$ cat config.mk
export PLATFORM = sky130hd
export DESIGN_NAME = expr_eval_flat
export DESIGN_NICKNAME = d
export VERILOG_FILES = /design/src/rtl/expr_pkg.sv /design/src/rtl/expr_eval_if.sv /design/src/rtl/expr_datapath.sv /design/src/rtl/expr_eval.sv /design/src/flat_wrapper.sv
export SDC_FILE = /design/constraint.sdc
export NUM_CORES = 1
export LEC_CHECK = 0
export CORE_MARGIN = 3
export CORE_UTILIZATION = 35
export DETAILED_ROUTE_END_ITERATION = 10
export GPL_TIMING_DRIVEN = 0
export SLEW_MARGIN = 0
export SYNTH_ARGS = -nofsm -noshare
export SYNTH_HDL_FRONTEND = slang
export SYNTH_SLANG_ARGS = --single-unit
$ cat constraint.sdc
create_clock -name clk -period 4.1 [get_ports clk]
set_input_delay 0.41 -clock clk [delete_from_list [all_inputs] [get_ports clk]]
set_output_delay 0.41 -clock clk [all_outputs]
set_load 0.1 [all_outputs]
$ cat src/rtl/expr_pkg.sv
`default_nettype none
// ============================================================================
// Module   : expr_pkg
// Purpose  : Shared states, ASCII constants, byte classifier and datapath ops
//            for the expression evaluator.
// Revision : 1.0
// ============================================================================
package expr_pkg;

    localparam logic [1:0] EMPTY = 2'd0;
    localparam logic [1:0] NUM   = 2'd1;
    localparam logic [1:0] OP    = 2'd2;
    localparam logic [1:0] ERR   = 2'd3;

    localparam logic [7:0] CH_0    = 8'd48;
    localparam logic [7:0] CH_9    = 8'd57;
    localparam logic [7:0] CH_PLUS = 8'd43;
    localparam logic [7:0] CH_STAR = 8'd42;

    typedef enum logic [1:0] {
        DIGIT = 2'd0,
        PLUS  = 2'd1,
        STAR  = 2'd2,
        OTHER = 2'd3
    } byte_cls_e;

    typedef enum logic [2:0] {
        DP_NOP   = 3'd0,
        DP_FIRST = 3'd1,
        DP_ADD   = 3'd2,
        DP_MUL   = 3'd3,
        DP_TERM  = 3'd4
    } dp_op_e;

    function automatic byte_cls_e classify(input logic [7:0] b);
        if (b >= CH_0 && b <= CH_9) return DIGIT;
        if (b == CH_PLUS)           return PLUS;
        if (b == CH_STAR)           return STAR;
        return OTHER;
    endfunction

endpackage
`default_nettype wire

$ cat src/rtl/expr_eval_if.sv
`default_nettype none
// ============================================================================
// Module   : expr_eval_if
// Purpose  : Byte stream in, result/status out. Optional ovf (EXPR_EVAL_OVF_EN).
// Revision : 1.0
// ============================================================================
interface expr_eval_if #(
    parameter int W = 16
);
    logic         in_valid;
    logic [7:0]   in;
    logic [W-1:0] result;
    logic         ok;
    logic         err;
`ifdef EXPR_EVAL_OVF_EN
    logic         ovf;
`endif

`ifdef EXPR_EVAL_OVF_EN
    modport master (output in_valid, in, input result, ok, err, ovf);
    modport slave  (input in_valid, in, output result, ok, err, ovf);
`else
    modport master (output in_valid, in, input result, ok, err);
    modport slave  (input in_valid, in, output result, ok, err);
`endif

endinterface
`default_nettype wire

$ cat src/rtl/expr_datapath.sv
`default_nettype none
// ============================================================================
// Module   : expr_datapath
// Purpose  : sum/prod/mul registers with the W x 4 multiply and W-bit add.
//            Sticky overflow flag only with EXPR_EVAL_OVF_EN.
// Revision : 1.0
// ============================================================================
module expr_datapath
    import expr_pkg::*;
#(
    parameter int W = 16
) (
    input  wire logic         clk,
    input  wire logic         clr_n,
    input  wire logic         sclr_i,
    input  wire dp_op_e       op_i,
    input  wire logic [3:0]   digit_i,
`ifdef EXPR_EVAL_OVF_EN
    output logic              ovf_o,
`endif
    output logic [W-1:0]      result_o
);

    logic [W-1:0] sum_q, sum_d;
    logic [W-1:0] prod_q, prod_d;
    logic         mul_q, mul_d;

    logic [W:0]   w_sum_x;
    logic [W+3:0] w_prod_x;
    logic         w_upd_ovf;

    assign w_sum_x  = {1'b0, sum_q} + {1'b0, prod_q};
    assign w_prod_x = {4'b0000, prod_q} * {{W{1'b0}}, digit_i};
    assign result_o = w_sum_x[W-1:0];

    always_comb begin
        sum_d     = sum_q;
        prod_d    = prod_q;
        mul_d     = mul_q;
        w_upd_ovf = 1'b0;
        case (op_i)
            DP_FIRST: begin
                sum_d  = '0;
                prod_d = W'(digit_i);
                mul_d  = 1'b0;
            end
            DP_ADD: begin
                sum_d     = w_sum_x[W-1:0];
                prod_d    = '0;
                mul_d     = 1'b0;
                w_upd_ovf = w_sum_x[W];
            end
            DP_MUL: mul_d = 1'b1;
            DP_TERM: begin
                if (mul_q) begin
                    prod_d    = w_prod_x[W-1:0];
                    w_upd_ovf = |w_prod_x[W+3:W];
                end else begin
                    prod_d = W'(digit_i);
                end
                mul_d = 1'b0;
            end
            default: ;
        endcase
    end

    always_ff @(posedge clk or negedge clr_n) begin
        if (!clr_n) begin
            sum_q  <= '0;
            prod_q <= '0;
            mul_q  <= 1'b0;
        end else if (sclr_i) begin
            sum_q  <= '0;
            prod_q <= '0;
            mul_q  <= 1'b0;
        end else begin
            sum_q  <= sum_d;
            prod_q <= prod_d;
            mul_q  <= mul_d;
        end
    end

`ifdef EXPR_EVAL_OVF_EN
    logic ovf_q;

    // The live result carry is folded in too, so a term later zeroed by '*0'
    // cannot hide an overflow that was already visible on result.
    always_ff @(posedge clk or negedge clr_n) begin
        if (!clr_n)      ovf_q <= 1'b0;
        else if (sclr_i) ovf_q <= 1'b0;
        else             ovf_q <= ovf_q | w_upd_ovf | w_sum_x[W];
    end

    assign ovf_o = ovf_q | w_sum_x[W];
`else
    logic w_unused;
    assign w_unused = w_upd_ovf;
`endif

endmodule
`default_nettype wire

$ cat src/rtl/expr_eval.sv
`default_nettype none
// ============================================================================
// Module   : expr_eval
// Purpose  : Evaluates single-digit '+'/'*' expressions with grammar check.
//            Optional sticky overflow output with EXPR_EVAL_OVF_EN.
// Revision : 1.0
// ============================================================================
module expr_eval
    import expr_pkg::*;
#(
    parameter int W = 16
) (
    input  wire logic  clk,
    input  wire logic  clr_n,
    input  wire logic  sclr,
    expr_eval_if.slave bus
);

    logic [1:0] state_q, state_d;
    byte_cls_e  w_cls;
    dp_op_e     w_dp_op;

    assign w_cls = classify(bus.in);

    always_comb begin
        state_d = state_q;
        w_dp_op = DP_NOP;
        if (bus.in_valid) begin
            case (state_q)
                EMPTY: begin
                    if (w_cls == DIGIT) begin
                        state_d = NUM;
                        w_dp_op = DP_FIRST;
                    end else begin
                        state_d = ERR;
                    end
                end
                NUM: begin
                    // A digit right after a digit would be a multi-digit number.
                    case (w_cls)
                        PLUS: begin
                            state_d = OP;
                            w_dp_op = DP_ADD;
                        end
                        STAR: begin
                            state_d = OP;
                            w_dp_op = DP_MUL;
                        end
                        default: state_d = ERR;
                    endcase
                end
                OP: begin
                    if (w_cls == DIGIT) begin
                        state_d = NUM;
                        w_dp_op = DP_TERM;
                    end else begin
                        state_d = ERR;
                    end
                end
                default: state_d = ERR;
            endcase
        end
    end

    always_ff @(posedge clk or negedge clr_n) begin
        if (!clr_n)    state_q <= EMPTY;
        else if (sclr) state_q <= EMPTY;
        else           state_q <= state_d;
    end

    expr_datapath #(
        .W (W)
    ) u_datapath (
        .clk      (clk),
        .clr_n    (clr_n),
        .sclr_i   (sclr),
        .op_i     (w_dp_op),
        .digit_i  (bus.in[3:0]),
`ifdef EXPR_EVAL_OVF_EN
        .ovf_o    (bus.ovf),
`endif
        .result_o (bus.result)
    );

    assign bus.ok  = (state_q == NUM);
    assign bus.err = (state_q == ERR);

endmodule
`default_nettype wire

$ cat src/flat_wrapper.sv
// flat-port wrapper written by rule: the top's interface ports become plain ports
module expr_eval_flat import expr_pkg::*;
#(
    parameter int W = 16
)
  (clk, clr_n, sclr, bus_in_valid, bus_in, bus_result, bus_ok, bus_err);
  expr_eval_if #(.W(W)) bus_i ();
  input  wire logic clk;
  input  wire logic clr_n;
  input  wire logic sclr;
  input wire logic [$bits(bus_i.in_valid)-1:0] bus_in_valid;
  input wire logic [$bits(bus_i.in)-1:0] bus_in;
  output wire logic [$bits(bus_i.result)-1:0] bus_result;
  output wire logic [$bits(bus_i.ok)-1:0] bus_ok;
  output wire logic [$bits(bus_i.err)-1:0] bus_err;
  assign bus_i.in_valid = bus_in_valid;
  assign bus_i.in = bus_in;
  assign bus_result = bus_i.result;
  assign bus_ok = bus_i.ok;
  assign bus_err = bus_i.err;
  expr_eval #(.W(W)) u_core (.clk(clk), .clr_n(clr_n), .sclr(sclr), .bus(bus_i));
endmodule
---- Word-level counts from Yosys, hierarchy flattened ----
Cells that the tools add are included.
word-level totals
  bits in registers ....................... 35
  input port bits ......................... 12
  logic and storage cells ................. 58
  output and inout port bits .............. 18
cells by class
  order comparisons ....................... 2
  reduce and logical (&&, ||, !) cells .... 10
  multiplexer cells ....................... 29
  equal/unequal tests ..................... 11
  $mul .................................... 1
  add/sub/neg operators ................... 1
operators by type and width
  cell                                                                                 number
  16-bit two-way mux                                                                   3
  16-bit one-hot mux with 3 select lines                                               1
  16-bit one-hot mux with 2 select lines                                               1
  2-bit two-way mux                                                                    9
  16-bit adder                                                                         1
  8-bit by 6-bit equality test with 1-bit output, second input constant                2
  16-bit by 4-bit multiplier with 16-bit output                                        1
  1-bit two-way mux                                                                    9
  3-bit one-hot mux with 3 select lines                                                1
  8-bit by 6-bit greater-or-equal comparator with 1-bit output, second input constant  1
  8-bit by 6-bit less-or-equal comparator with 1-bit output, second input constant     1
  2-bit one-hot mux with 2 select lines                                                2
  2-bit equality test, second input constant                                           3
  3-bit by 2-bit equality test with 1-bit output, second input constant                2
  3-bit two-way mux                                                                    2
  3-bit nonzero test                                                                   2
  2-bit by 1-bit equality test with 1-bit output, second input constant                2
  2-bit zero test                                                                      2
  4-bit nonzero test                                                                   1
  2-bit OR reduction                                                                   2
  3-bit by 1-bit equality test with 1-bit output, second input constant                1
  3-bit equality test, second input constant                                           1
  3-bit OR reduction                                                                   1
  1-bit one-hot mux with 2 select lines                                                1
  2 further kinds                                                                      2

---- Longest topological paths before layout ----
Gate-level depths: netlist (run 1).
  depth in word-level cells ............... 17
  depth in mapped cells ................... 15
  gate-level depth less buffers ........... 13

---- Modules after synthesis ----
From an unflattened synthesis (run 1), not the netlist that was laid out.
unflattened totals
  cell total of the unflattened synthesis .. 432
  area total of the unflattened synthesis .. 3903.7 um^2
by module, submodules not included
  module         seq. area each (um^2)  cells each  times used  area an instance (um^2)
  expr_datapath  825.8                  409         1           3679.8
  expr_eval      50.0                   23          1           224.0

---- Worst setup path after synthesis (run 1) ----
Ideal clock, no wire load.
  path kind ............................... flip-flop to output port
  start point ............................. reg u_core.u_datapath.prod_q[4]
  end point ............................... out bus_result[15]
  slack ................................... 0.142 ns
  stages on the path, launching flop included .. 9
  arrival ................................. 3.548 ns
  cells stage by stage .................... dfrtp_1 > ha_1 > a2111oi_4 > o21a_1 > o211ai_1 > a221oi_1 > o21ai_0 > and2_1 > xnor2_1
between the ends
  cells in the longest elaborated chain, start to end .. 1
ends and longest elaborated chain
  element                   RTL line             text
  start: declaration        expr_datapath.sv:25  logic [W-1:0] prod_q, prod_d;
  start signal: assignment  expr_datapath.sv:78  prod_q <= prod_d;
  16-bit adder              expr_datapath.sv:32  assign w_sum_x = {1'b0, sum_q} + {1'b0, prod_q};
  end: declaration          flat_wrapper.sv:13   output wire logic [$bits(bus_i.result)-1:0] bus_result;
Every way passes these cells.

---- Worst setup path after layout (run 1) ----
  start point ............................. reg u_core.u_datapath.prod_q[0]
  end point ............................... out bus_result[14]
Same word-level chain as after synthesis.

==> flow_summary.json, run 1 <==
{
  "grtUsageTotal": 0.152,
  "final_cell_mix": "inv_1, and2_1, nand2_1",
  "syn_to_final_growth_pct": 14.0,
  "min_period_ns": 3.90,
  "p_leak_nw": 2.13,
  "ys.flop_type": "dfrtp_1",
  "setup-tns-final_ns": 0,
  "grt_use_met1": 0.203,
  "grt_use_met3": 0.0167,
  "core_area_um2": 10000,
  "synthDistinctLibCells": 45,
  "ant_nets": 0,
  "synth_adder_area_share": 0.254,
  "numCtsBuffers": 5,
  "status": "completed",
  "synth_area_leader_cell": "dfrtp_1",
  "fmax_mhz": 256,
  "place_ws_ns": -0.877,
  "avgSynthCellArea_um2": 9.04,
  "yosys_warnings": 0,
  "hold_path.class": "input pin to asynchronous set/reset pin",
  "hpwl_um": 6670,
  "clk_pin_slew_ns": 0.07,
  "crit_path_top_delay_cell": "clkdlybuf4s15_1",
  "grt_start_max_net_pins": 36,
  "syn_inst": 406,
  "crit_path_end_kind": "output pin",
  "final_area_um2": 4180,
  "wl_um": 8420,
  "drt_iter0_drc": 131,
  "ys_seq_area_frac": 0.239,
  "r2r_slack_ns": 0.46,
  "ios": 30,
  "cts-root-buf": "clkbuf_8",
  "initial_utilization": 0.367,
  "io_buffers": 25,
  "fin_total_pwr_mw": 0.768,
  "htreeDepth": 2,
  "crit_start": "u_core.u_datapath.prod_q[0]$_DFFE_PN0P_",
  "grt_overflow": 0,
  "rsz0062_at_grt": "false",
  "cts_tree": "built",
  "synth-edff-count": 0,
  "gp_congestion": 0.824,
  "ys_ff_latch": 35,
  "synth_top_family_by_area": "adder cells",
  "vias_per_cell": 5.14,
  "fin_ws_ns": 0.197,
  "hold_viol_final": 0,
  "r2r_end": "u_core.u_datapath.prod_q[13]$_DFFE_PN0P_",
  "grt.busiest_layer": "met2",
  "setup_violations": 0,
  "ir_worst_vdd_uv": 99.4,
  "drcViolationCount": 0,
  "arrival_ns": 3.49,
  "synth-async-reset-ratio": 1.00,
  "fin_skew_ns": 0.00682,
  "post-route-period-util": 0.952,
  "critPathKind": "flop to output pin",
  "antenna_found_initial": 0,
  "nFillCells": 1017,
  "slew_headroom": 0.330,
  "required_ns": 3.69,
  "fp.dieH_um": 108,
  "dpl_cell_area_um2": 4080,
  "reg2reg_depth": 12,
  "grt_pass1_wl_um": 14300,
  "num-nets-final": 509,
  "synth_top_area_share": 0.239,
  "die_x_um": 108,
  "clockBufferDepth": 2,
  "r2r_start": "u_core.u_datapath.prod_q[1]$_DFFE_PN0P_",
  "firstDrtPassIters": 4,
  "ys_top_cells_by_area": "dfrtp_1, fa_1, ha_1, and2_1, a22o_1",
  "drv_slew": 0,
  "synth-xor-area-share": 0.0716,
  "critPathCapture": "bus_result[14]",
  "synth.net_count": 477,
  "worstPathMaxFanout": 5,
  "use_met2": 0.264,
  "fin_util": 0.418,
  "synth_compound_area_frac": 0.197,
  "synthMuxAreaShare": 0.0113,
  "diodes": 0,
  "clock-sinks": 35,
  "routedWlPerCell_um": 14.7,
  "max_stage_delay_ns": 0.86,
  "crit_path_start_kind": "flop",
  "powerDensity_nw_per_um2": 184,
  "worst_pin_slew_ns": 0.997,
  "clock_latency_ns": 0.29,
  "path_cells": "ha_1 -> fa_1 -> a21oi_1 -> o21a_1 -> o311ai_2 -> a21o_1 -> o41ai_2 -> xnor2_1 -> clkdlybuf4s15_1",
  "fp-row-count": 36,
  "synth_area_um2": 3670,
  "vias": 2936,
  "drive_above_1_share": 0.0548,
  "cap_violations": 0,
  "layout_commonest_cell": "inv_1",
  "grt_pass1_vias": 3007,
  "dieArea_um2": 11700,
  "synth-simple-area-share": 0.163
}
## timing repair
| item | CTS | global route |
|---|---|---|
| endpoints found under the hold margin | 0 | 0 |
| hold buffers | 0 | 0 |
| setup buffers | 0 | 0 |
| endpoints found under the setup margin | 10 | 5 |
| resized for setup | 14 | 9 |
## flip-flops by register name, summed over array words and instances, names as in the netlist
signal	count
u_core.u_datapath.prod_q	16
u_core.u_datapath.mul_q	1
u_core.u_datapath.sum_q	16
u_core.state_q	2
## routing by layer
layer	wire length (um)	up-vias
met2	4140	49
li1	-	1446
met5	0	-
met3	297	6
met1	3900	1435
met4	75	0
## synthesized netlist by cell type (all sizes together), types with 2 or more instances
cell type / n
nor2b: 4
a31oi: 3
or2: 2
xnor2: 18
a21oi: 18
o21ai: 14
a21o: 9
mux2i: 3
nand3: 2
o21bai: 3
xor2: 12
o211ai: 3
fa: 26
nand4: 2
inv: 49
o21a: 5
and2: 38
ha: 33
a211oi: 3
a22o: 25
nand2b: 4
nand2: 37
clkbuf: 12
a41oi: 3
dfrtp: 35
nor2: 20
nor3: 4
o31ai: 3
## how the worst min path moves through the flow
stage,depth (start not counted),endpoint
global route,1,u_core.u_datapath.sum_q[1]$_DFFE_PN0P_
floorplan,0,u_core.state_q[0]$_DFFE_PN0P_
finish,1,u_core.u_datapath.sum_q[2]$_DFFE_PN0P_
global placement,1,u_core.u_datapath.sum_q[12]$_DFFE_PN0P_
detailed placement,1,u_core.u_datapath.sum_q[4]$_DFFE_PN0P_
CTS,1,u_core.u_datapath.sum_q[2]$_DFFE_PN0P_
## final cells by class
cell class | instances | area [um^2] | area share
well taps | 133 | 166 | 0.0398
inverters | 49 | 184 | 0.0440
flip-flops and latches | 35 | 876 | 0.209
plain buffers | 13 | 60.1 | 0.0144
multi-input cells | 309 | 2560 | 0.613
clock inverters | 1 | 5.00 | 0.00120
clock buffers | 6 | 82.6 | 0.0197
repair buffers | 25 | 244 | 0.0583
## per-stage QoR
step | hold WS [ns] | std cells
after global routing | 0.270 | 571
after floorplan | 0.114 | 406
after global placement | 0.493 | 564
after CTS | 0.241 | 571
after detailed placement | 0.489 | 564
final | 0.213 | 571
## cells by family after synthesis
logic type,after synthesis
AO/OA/AOI/OAI,97
XOR/XNOR,30
adder cells (fa/ha/maj),59
buffers and inverters,62
flip-flops,35
multiplexers,4
AND/OR/NAND/NOR,119
## worst max-delay path, delay by kind of cell, from the launching register on
kind	cells	cell delay, ns
xor+xnor	1	0.20
flops	1	0.44
compound gates	5	1.07
buf+inv	1	0.86
fa+ha+maj	2	0.66
## power breakdown
group | total, mW | switching [mW] | internal (mW)
combinational | 0.151 | 0.105 | 0.0465
sequential | 0.358 | 0.00839 | 0.350
clock | 0.259 | 0.127 | 0.132
No activity file was read; power rests on OpenSTA's default activity.
==> run 2: changes to the inputs <==
Clock period 4.1 ns to 4.6 ns, I/O delays scaled along.
==> run 2 against run 1 <==
  * Cell count is the same
  * Global-route usage about the same
  * Clock-buffer cell count is the same
  * Sequential power down 11%
  * Largest cell class unchanged
  * Sequential share of layout area unchanged
  * Highest routed layer unchanged
  * Critical path depth is the same
  * Non-clock buffer count stayed put
  * Clock skew hardly changed
  * Power shrank 11%
  * Die area unchanged
  * Worst setup slack improved by 0.14 ns
==> flow_summary.json, run 2 (synthesis results as in run 1) <==
{
  "status": "completed",
  "fin_ws_ns": 0.334,
  "grt_pass1_vias": 3007,
  "crit_path_end_kind": "output pin",
  "io_buffers": 25,
  "syn_to_final_growth_pct": 14.0,
  "drcViolationCount": 0,
  "gp_congestion": 0.824,
  "p_switching_mw": 0.215,
  "hold_path.class": "input pin to asynchronous set/reset pin",
  "clkPwrFrac": 0.338,
  "nFillCells": 1016,
  "clk_pin_slew_ns": 0.07,
  "setup_violations": 0,
  "grt_pass1_wl_um": 14300,
  "worst_pin_slew_ns": 0.995,
  "p_leak_nw": 2.14,
  "p_int_mw": 0.471,
  "hpwl_um": 6670,
  "powerDensity_nw_per_um2": 164,
  "clock-sinks": 35,
  "cts-root-buf": "clkbuf_8",
  "ios": 30,
  "firstDrtPassIters": 4,
  "fin_util": 0.418,
  "place_ws_ns": -0.427,
  "vias_per_cell": 5.16,
  "min_period_ns": 4.27,
  "initial_utilization": 0.367,
  "whs_ns": 0.260,
  "clock_latency_ns": 0.29,
  "grt_overflow": 0,
  "drv_slew": 0,
  "fp.dieH_um": 108,
  "seq_area_um2": 876,
  "drive_above_1_share": 0.0434,
  "cap_violations": 0,
  "fin_total_pwr_mw": 0.686,
  "arrival_ns": 3.81,
  "critPathKind": "flop to output pin",
  "final_cell_mix": "inv_1, and2_1, nand2_1",
  "routedWlPerCell_um": 14.8,
  "fin_skew_ns": 0.00695,
  "htreeDepth": 2,
  "post-route-period-util": 0.927,
  "fp-row-count": 36,
  "rsz0062_at_grt": "false",
  "ctsHoldBuffers": 0,
  "slew_headroom": 0.332,
  "clockBufferDepth": 2,
  "vias": 2947,
  "grt_start_max_net_pins": 36,
  "core_area_um2": 10000,
  "antenna_found_initial": 0,
  "diodes": 0,
  "ant_nets": 0,
  "die_x_um": 108,
  "numCtsBuffers": 5,
  "drt_iter0_drc": 103,
  "wl_um": 8450,
  "required_ns": 4.14,
  "grtUsageTotal": 0.152,
  "num-nets-final": 509,
  "ir_worst_vdd_uv": 88.3,
  "cts_tree": "built",
  "crit_path_start_kind": "flop",
  "hold_viol_final": 0,
  "fmax_mhz": 234,
  "power_frac_seq": 0.465,
  "multiInputGateArea_um2": 2560,
  "comb_power_share": 0.196,
  "switching_share": 0.314,
  "dieArea_um2": 11700,
  "worstPathMaxFanout": 5,
  "reg_top3": "u_core.u_datapath.prod_q: 16 flops, u_core.u_datapath.sum_q: 16 flops, u_core.state_q: 2 flops",
  "layout_commonest_cell": "inv_1"
}
==> run 2: cell types whose count changed in the layout (fill, tap and decap cells not counted), sizes merged <==
cell,previous run,this run
clkbuf,18,17
clkdlybuf4s15,3,0
clkdlybuf4s50,18,21
dlygate4sd2,1,0
dlymetal6s2s,1,3
==> run 2: worst paths after layout <==
check	slack [ns]	endpoint	start	cells after the start
hold reg to reg	0.51	u_core.u_datapath.sum_q[0]$_DFFE_PN0P_	u_core.u_datapath.sum_q[0]$_DFFE_PN0P_	1
setup / recovery	0.33	bus_result[14]	u_core.u_datapath.prod_q[0]$_DFFE_PN0P_	9
setup reg to reg	0.83	u_core.u_datapath.prod_q[14]$_DFFE_PN0P_	u_core.u_datapath.prod_q[1]$_DFFE_PN0P_	13
hold / removal	0.26	u_core.u_datapath.mul_q$_DFFE_PN0P_	clr_n	1
min in group clk	0.45	u_core.state_q[1]$_DFFE_PN0P_	bus_in_valid	2
max in group asynchronous	3.84	u_core.u_datapath.sum_q[14]$_DFFE_PN0P_	clr_n	1
==> run 2: final cells by class <==
| cell class | count | area share |
|---|---|---|
| Buffer | 13 | 0.0135 |
| Clock buffer | 6 | 0.0197 |
| Clock inverter | 1 | 0.00120 |
| Inverter | 49 | 0.0440 |
| Multi-Input combinational cell | 309 | 0.612 |
| Sequential cell | 35 | 0.209 |
| Tap cell | 133 | 0.0398 |
| Timing Repair Buffer | 25 | 0.0604 |
==> run 2: power by group through the flow <==
stage	Combinational, mW	Clock, mW	Sequential (mW)
final	0.135	0.232	0.319
after global routing	0.149	0.250	0.320
after CTS	0.137	0.239	0.319
after detailed placement	0.135	0	0.325
after global placement	0.134	0	0.325
after floorplan	0.0962	0	0.322
==> run 2: through the flow <==
stage	cells	cell area, um^2	TNS (ns)
after floorplan	406	3670	0
after global placement	564	4090	-1.10
after detailed placement	564	4080	-1.39
after CTS	571	4170	0
after global routing	571	4180	0
final	571	4180	0
==> run 2: what timing repair did <==
item,CTS,global route
buffers inserted,0,0
endpoints found under the setup margin,2,3
gates resized for setup,2,8
==> run 2: worst max-delay path, cell delays in order, from the launching register on <==
cell	delay, ns
dfrtp_1	0.44
ha_1	0.25
fa_1	0.41
a21oi_1	0.25
o21a_1	0.21
o311ai_2	0.14
a21o_1	0.24
o41ai_2	0.23
xnor2_1	0.20
clkdlybuf4s50_1	1.17
==> run 2: per-layer routing <==
| layer | share of wire | up-vias | global-route usage |
|---|---|---|---|
| met5 | 0 | - | 0 |
| met1 | 0.48 | 1456 | 0.201 |
| met2 | 0.49 | 38 | 0.265 |
| li1 | - | 1445 | - |
| met4 | 0.012 | 0 | 0.0352 |
| met3 | 0.023 | 8 | 0.0173 |
==> RTL edit: new RTL, config.mk and constraints of run 1 <==
Register the output `bus.err`; this adds one clock of latency there.
--- a/src/rtl/expr_eval.sv
+++ b/src/rtl/expr_eval.sv
@@ -83,7 +83,9 @@
     );
 
     assign bus.ok  = (state_q == NUM);
-    assign bus.err = (state_q == ERR);
+    always_ff @(posedge clk) begin
+        bus.err <= (state_q == ERR);
+    end
 
 endmodule
 `default_nettype wire
Function: changed (Yosys sat finds a counterexample within 4 cycles, from zero or initial values).
==> RTL edit against run 1 <==
Routed wire length grew 2.9%; total power grew 5.1%; sequential cell count grew 1; final area grew 3.4%; combinational power grew 6%; worst hold slack lost 0.0040 ns; via count grew 2.7%; area after synthesis grew 3.2%; count of clock-buffer cells in the layout grew 1; worst setup slack gained 0.040 ns; clock skew grew 0.00086 ns; critical path type unchanged; critical endpoint unchanged.
==> RTL edit: results (changes against run 1) <==
metric,value,unit,change
Slew HR,34.6,%,+1.6 points
CTS Root Cell,clkbuf_8,,
hpwl dp,6830,um,+2.4%
Syn Nets,486,,+1.9%
Leakage Power,0.00220,uW,+3.3%
Skew-Pair Late Insertion Delay,0.29,ns,about the same
fillers,1030,,+1.3%
Gate Count Post-Synth,415,,+2.2%
vias in the first global route,3186,,+6.0%
total CTS buffers,5,,unchanged
ant diodes,0,,unchanged
Max Clock Skew,0.00768,ns,+0.000863 ns
Synth area leaders,"dfrtp_1 23%, fa_1 14%, ha_1 11%, and2_1 6.3%, a22o_1 6.2%",,
worst r2r path cells,13,,+1
R2R setup slack,0.36,ns,-0.10 ns
reg2reg end,u_core.u_datapath.prod_q[15]$_DFFE_PN0P_,,
Post-synth top cells,"54 x inv_1, 38 x and2_1, 35 x dfrtp_1",,
"Top FF cell, synth",dfrtp_1,,
CP Data Arrival Time,3.45,ns,-0.04 ns
initial antenna violation count,0,,unchanged
PortBufs,25,,unchanged
CTS max path bufs,2,,unchanged
First-pass DRT Iterations,4,,unchanged
largest net degree at the start of global routing,36,,unchanged
CP startpoint,u_core.u_datapath.prod_q[0]$_DFFE_PN0P_,,
first-pass GRT wire length,15500,um,+8.2%
VDD IR-drop max,0.145,mV,+46%
final-stage net count,518,,+1.8%
dpl ws,-0.553,ns,+0.324 ns
"Distinct cells, synth",51,,+13%
status,"finished, final reports clean",,
cell internal pwr,547,uW,+3.5%
register area share after synthesis,23.6,%,-0.22 points
proportion of layout cells with a drive suffix above 1,7.14,%,+1.7 points
CTS HTree Levels,2,,unchanged
Overall Global Routing Usage,16.1,%,+0.91 points
Via density,5.16,,+0.37%
CP max stage cell,clkdlybuf4s15_1,,
R2R Path Start,u_core.u_datapath.prod_q[1]$_DFFE_PN0P_,,
top flop regs,"u_core.u_datapath.prod_q (16), u_core.u_datapath.sum_q (16), u_core.state_q (2)",,
"FFs w/ async S/R, synth",97.2,%,-2.8 points
post-route insts no fill,584,,+2.3%
RePlAce Congestion,0.873,,+6.0%
worst setup path end,bus_result[14],,
Total Wirelength,8670,um,+2.9%
final worst slack,0.237,ns,+0.0397 ns
Worst path max stage delay,0.87,ns,
CP Max Fanout,5,,unchanged
Hold Crit Class,input port to async pin,,
initial drt markers,129,,-1.5%
Post-CTS Setup Repair Bufs,0,,unchanged
## RTL edit: what timing repair did
action,in CTS,in global routing
pin swaps,0,0
endpoints found under the setup margin,6,9
gates resized for setup,5,10
endpoints found under the hold margin,0,0
## RTL edit: worst min path at each step
stage	end	cells past startpoint	startpoint
after floorplan	u_core.state_q[0]$_DFFE_PN0P_	0	clr_n
after global placement	u_core.u_datapath.sum_q[10]$_DFFE_PN0P_	1	u_core.u_datapath.sum_q[10]$_DFFE_PN0P_
after detailed placement	u_core.u_datapath.sum_q[6]$_DFFE_PN0P_	1	u_core.u_datapath.sum_q[6]$_DFFE_PN0P_
after CTS	u_core.u_datapath.prod_q[9]$_DFFE_PN0P_	1	clr_n
after global routing	u_core.u_datapath.prod_q[9]$_DFFE_PN0P_	1	clr_n
final	u_core.u_datapath.prod_q[9]$_DFFE_PN0P_	1	clr_n
## RTL edit: stage by stage
stage | hold slack (ns) | TNS, ns | utilization, % | instance area (um^2)
after detailed placement | 0.489 | -2.97 | 40.4 | 4200
after global placement | 0.490 | -2.79 | 40.4 | 4210
final | 0.209 | 0 | 41.5 | 4330
after global routing | 0.272 | 0 | 41.5 | 4330
after floorplan | 0.114 | 0 | - | 3790
after CTS | 0.246 | 0 | 41.3 | 4300
## RTL edit: layout make-up
cell class,instances,area [um^2],area share [%]
plain buffers,13,73.8,1.71
clock buffers,7,86.3,2.00
clock inverters,1,7.51,0.174
inverters,54,203,4.68
multi-input cells,312,2640,60.9
flip-flops and latches,36,896,20.7
well taps,136,170,3.93
repair buffers,25,254,5.87
## RTL edit: kinds of logic after synthesis
family | after synthesis | synth area share (%)
simple gates | 110 | 14.9
buf+inv | 67 | 7.10
compound gates | 114 | 23.0
flops | 36 | 23.6
xor+xnor | 29 | 6.70
fa+ha+maj | 59 | 24.6
## RTL edit: per-layer routing
metal | vias to the layer above | wire length (um) | global-route usage (%)
met5 | - | 0 | 0
met3 | 9 | 327 | 2.27
met2 | 52 | 4130 | 26.5
met4 | 0 | 96 | 4.36
met1 | 1474 | 4110 | 22.1
li1 | 1479 | - | -
## RTL edit: power by group through the flow
stage / Clock [uW] / Sequential (uW) / Combinational, uW
2_1_floorplan: 0 / 376 / 110
4_1_cts: 290 / 369 / 162
3_5_place_dp: 0 / 376 / 161
6_report: 280 / 368 / 160
3_3_place_gp: 0 / 376 / 159
5_1_grt: 302 / 370 / 177
